===== config.mk =====
export PLATFORM = sky130hd
export DESIGN_NAME = stat_cnt_bank
export DESIGN_NICKNAME = d
export VERILOG_FILES = /design/src/rtl/stat_cnt_bank.sv
export SDC_FILE = /design/constraint.sdc
export NUM_CORES = 2
export LEC_CHECK = 0
export BUFFER_PORTS_ARGS = -buffer_cell sky130_fd_sc_hd__buf_4
export CAP_MARGIN = 20
export CELL_PAD_IN_SITES_DETAIL_PLACEMENT = 1
export CELL_PAD_IN_SITES_GLOBAL_PLACEMENT = 1
export CORE_MARGIN = 1
export CORE_UTILIZATION = 31
export DETAILED_ROUTE_END_ITERATION = 7
export PLACE_DENSITY = 0.61
export SETUP_SLACK_MARGIN = 0.05
export SLEW_MARGIN = 20
export SYNTH_ARGS = -nofsm -noshare
export SYNTH_HDL_FRONTEND = slang
export SYNTH_SLANG_ARGS = --single-unit

===== constraint.sdc =====
create_clock -name clk -period 8.4 [get_ports clk]
set_clock_uncertainty 0.2 [all_clocks]
set_input_delay 0.84 -clock clk [delete_from_list [all_inputs] [get_ports clk]]
set_output_delay 0.84 -clock clk [all_outputs]
set_load 0.03 [all_outputs]

===== src/rtl/stat_cnt_bank.sv =====
// stat_cnt_bank: multi-channel statistics counters with snapshot shadows and a registered read port
module stat_cnt_bank #(
  parameter int NUM_CH   = 8,
  parameter int CNT_W    = 48,
  parameter int INC_W    = 16,
  parameter int SATURATE = 0,
  parameter int AW       = 3
) (
  input  logic                    clk,
  input  logic                    rst,
  input  logic [NUM_CH-1:0]       inc_en,
  input  logic [NUM_CH*INC_W-1:0] inc_val,
  input  logic [NUM_CH-1:0]       clr,
  input  logic                    clr_all,
  input  logic                    snap,
  input  logic                    rd_en,
  input  logic [AW-1:0]           rd_addr,
  output logic [CNT_W-1:0]        rd_data,
  output logic                    rd_ovf,
  output logic                    rd_vld,
  output logic [NUM_CH-1:0]       ovf
);
  logic [CNT_W-1:0] cnt [NUM_CH];
  logic [CNT_W-1:0] shd [NUM_CH];
  logic [CNT_W:0]   sum [NUM_CH];
  logic [NUM_CH-1:0] shd_ovf;
  logic in_rng;
  assign in_rng = int'(rd_addr) < NUM_CH;
  // carry-extended sum per channel; the top bit is the overflow indication
  always_comb
    for (int i = 0; i < NUM_CH; i++)
      sum[i] = {1'b0, cnt[i]} + {{(CNT_W+1-INC_W){1'b0}}, inc_val[i*INC_W +: INC_W]};
  // counter update: clear beats increment, overflow either wraps or pins at all-ones
  always_ff @(posedge clk)
    for (int i = 0; i < NUM_CH; i++)
      if (rst || clr_all || clr[i]) begin
        cnt[i] <= '0;
        ovf[i] <= 1'b0;
      end else if (inc_en[i]) begin
        cnt[i] <= (sum[i][CNT_W] && SATURATE != 0) ? '1 : sum[i][CNT_W-1:0];
        ovf[i] <= ovf[i] | sum[i][CNT_W];
      end
  // shadows capture pre-update counters so snap+clear is an atomic read-and-clear
  always_ff @(posedge clk)
    if (rst) begin
      for (int i = 0; i < NUM_CH; i++) shd[i] <= '0;
      shd_ovf <= '0;
    end else if (snap) begin
      shd     <= cnt;
      shd_ovf <= ovf;
    end
  // one-cycle read of the shadows; out-of-range addresses return zero
  always_ff @(posedge clk)
    if (rst) begin
      rd_vld  <= 1'b0;
      rd_data <= '0;
      rd_ovf  <= 1'b0;
    end else begin
      rd_vld <= rd_en;
      if (rd_en) begin
        rd_data <= in_rng ? shd[rd_addr] : '0;
        rd_ovf  <= in_rng & shd_ovf[rd_addr];
      end
    end
endmodule

# Word-level counts from Yosys, hierarchy flattened
# Index checks and enable logic that the tools add are counted.
# word_totals
reg_bits	834
in_bits	152
elab_cells	61
# classes
addsub	8
n_lt_le_gt_ge	2
mux	5
bitwise_logic	9
n_reduce_logical	9
# op_table
operator	count
adder 48 x 16 -> 49 bit	8
binary-select mux 48 bit (select 3 bit)	1
two-way mux 48 bit	2
logical OR 1 bit	9
OR 1 bit	8
greater-or-equal comparator 4 bit, second input constant	1
< comparator 3 x 4 -> 1 bit, second input constant	1
inverter 3 -> 4 bit	1
binary-select mux 1 bit (select 3 bit)	1
two-way mux 1 bit	1

# Logic depth before layout (Yosys ltp)
# depth
word_depth	4
ltp_mapped	12
ltp_nobuf	11

# Worst setup path after synthesis
# Ideal clock, no wire load.
# synth_path
kind	input to register
startpoint	input port inc_val[96]
endpoint	register cnt[94] (netlist bit)
setup_ns	0.115
arrival_ns	3.270
t_required_ns	8.085
slack_ns	4.815
path_stages	11
cell_sequence	ha_1 -> fa_1 -> a21o_1 -> a221oi_2 -> o211ai_2 -> a2111o_1 -> a31o_4 -> nand4_4 -> buf_6 -> nor4_1 -> o21a_1
# synth_via
elab_chain_len	1
# synth_rtl
element	line	text
from (decl)	12	input logic [NUM_CH*INC_W-1:0] inc_val,
adder 48 x 16 -> 49 bit	32	sum[i] = {1'b0, cnt[i]} + {{(CNT_W+1-INC_W){1'b0}}, inc_val[i*INC_W +: INC_W]};
to (signal, indexed assignment)	40	cnt[i] <= (sum[i][CNT_W] && SATURATE != 0) ? '1 : sum[i][CNT_W-1:0];
to (decl)	23	logic [CNT_W-1:0] cnt [NUM_CH];
# No other way between the ends.
# A chain may end at the register's enable or synchronous reset.

# Final worst setup path
# layout_path
startpoint	register cnt[196] (netlist bit)
endpoint	register cnt[239] (netlist bit)
# layout_via
elab_chain_len	1
# layout_rtl
element	line
adder 48 x 16 -> 49 bit	32
# No other way between the ends.

==> metrics.txt <==
Final Wtd Congestion=0.815; Worst-Margin Slew=1.05 ns; most common cell in the synthesized netlist=nor2_1; Reg clk slew, reported paths=0.06 ns; hold-fix buffers at CTS=0; clk root buf=clkbuf_16; Multi-input gate area=22,600 sq um; minimum clock period=3.78 ns; max_cap viols=0; I/O pins=210; Max rail drop VDD=0.145 mV; area delta synth->final=16.2%; Final HPWL DP=91.7 mm; Hold Crit Class=register to register; largest net degree at the start of global routing=112; residual overflow from global routing=0; vias in the first global route=31,200; Slew Limit Fails=0; Most used DFF post-synth=dfxtp_1; Routed wire per std cell=20.4 um; Slew headroom=0.298; slowest stage cell, crit path=a21boi_0; Mapped Cells=4,232; number of synthesized flops with an enable pin=0; Leakage Power=0.0187 uW; top post-synthesis cells by area=dfxtp_1, mux2i_1, nor2_1; crit start category=register; Worst path top cell family by delay=compound AO/OA/AOI/OAI gates; Seq cells post-synth=834; critical-path cell list=ha_1 -> nand3_1 -> o211ai_1 -> o2111ai_1 -> a21boi_0 -> o211ai_1 -> or3_1 -> a21oi_1; count of final setup violators=0; Post-CTS Setup Bufs=0; Syn Nets=4,520; DR iter-0 viols=1,612; Starting Density=0.314; Die Ht=363 um; Worst Path Max Fanout=14; routed vias/inst=5.11; Yosys top cell by area=dfxtp_1; fmax=264 MHz; Filler Cells Inserted=14,600; largest stage delay on the critical path=0.78 ns; TritonCTS clock tree=yes; Final Power=9190 uW; Routed WL=125 mm; synthesis warning total=0; average size of a mapped cell=9.53 sq um; initial antenna violation count=2; CTS Sinks=834; clock latency on the worst-skew pair=0.69 ns; Core ar.=128,000 sq um; Post-DRT Antenna Nets=0; Cell Area, Synth=40,300 sq um; design area=46,800 sq um; CP Buf/Inv Count=0; status=finished clean; final hold viol count=0; Post-CTS Resized=0; first-pass GRT wire length=192 mm; Most common cell on crit path=o211ai_1; Vias=31,400; Final Cycle Share=0.450; Yosys top cell area share=0.414; Synth top cells by count=nor2_1, dfxtp_1, mux2i_1, clkbuf_1, xor2_1; total CTS buffers=97; PortBufs=209; die width=363 um; Reg area=16,700 sq um; Clock H-tree levels=3; ys async rst share=0; Rows=131; router iterations before antenna repair=5; Netlist cell types=87; DRC=0; CP endpoint kind=register; post-layout net count=4,626; Worst Path Arrival=4.17 ns; unrepaired setup endpoints after global routing=no; CP required=8.78 ns; kind of critical path=register to register; die area=131,000 sq um; CTS Buffer Depth=3; Seq/Total Area, Yosys=0.414; WHS=0.288 ns; power per cell area=196 nW/um^2; Placed Area=43,400 sq um; ratio of cells with drive above 1 in the final layout=0.123; Global Route Usage Sum=0.188; Fin Setup TNS=0 ns
report_power, final:
part | internal [uW] | leakage, uW | switching [uW] | total [uW]
sequential | 3990 | 0.00673 | 27.4 | 4020
clock | 2720 | 0.00165 | 1770 | 4490
combinational | 270 | 0.0103 | 407 | 677
total | 6980 | 0.0187 | 2210 | 9190
metal layers:
layer / up-vias / wire, um / track usage
li1: 15300 / - / -
met1: 15500 / 59800 / 0.257
met2: 438 / 57300 / 0.302
met3: 154 / 4480 / 0.0279
met4: 0 / 3520 / 0.0587
met5: - / 0 / 0
layout by cell type, fill, tap and decap left out, drive strengths merged, types with 69 or more instances in the layout:
cell type  netlist  final
mux2i          538    538
xor2           147    147
nand4           69     69
xnor2          134    134
a21oi          136    136
a211oi          92     92
o21ai          108    108
buf             68    236
nand2          144    144
nor2           857    857
ha             128    128
nand3          107    107
mux4            98     98
clkbuf         161    132
dfxtp          834    834
metrics by stage:
step / std cells / utilization / setup slack (ns)
after CTS: 6141 / 0.365 / 4.60
after global routing: 6143 / 0.365 / 4.33
after floorplan: 4232 / - / 4.82
after global placement: 5967 / 0.338 / 4.12
after detailed placement: 5967 / 0.338 / 4.04
final: 6144 / 0.365 / 4.62
layout make-up:
type,count,area share
clock buffers,132,0.0594
repair buffers,236,0.0390
multi-input cells,3115,0.481
inverters,54,0.00433
well taps,1729,0.0462
clock inverters,42,0.0131
diodes,2,0.000107
flip-flops and latches,834,0.356
final timing paths:
path	startpoint	to	slack, ns	cells after the start
worst min-delay path	rd_data[45]$_SDFFE_PP0P_	rd_data[45]$_SDFFE_PP0P_	0.29	2
worst max-delay path	cnt[196]$_SDFFE_PP0P_	cnt[239]$_SDFFE_PP0P_	4.62	8
worst min register to register	rd_data[45]$_SDFFE_PP0P_	rd_data[45]$_SDFFE_PP0P_	0.29	2
worst max register to register	cnt[196]$_SDFFE_PP0P_	cnt[239]$_SDFFE_PP0P_	4.62	8
worst min-delay path: stages (launching register included):
cell      delay (ns)
dfxtp_1         0.31
nor2_1          0.08
a211oi_1        0.05
state kept, by name, summed over array words and instances, names as in the netlist:
register	cells
cnt	384
shd	384
rd_data	48
ovf	8
shd_ovf	8
rd_ovf	1
rd_vld	1
cells by family (layout without fill, tap and decap cells):
group,count (synthesis),in the layout,share of synthesized area
and+or+nand+nor,1482,1482,0.168
DFF,834,834,0.414
muxes,636,636,0.188
AOI/OAI and AO/OA,580,580,0.0975
buffers and inverters,283,464,0.0272
xor gates and xnor gates,281,281,0.0610
adders and majority gates,136,136,0.0437
other,0,2,0
No activity file was read; power rests on OpenSTA's default activity.
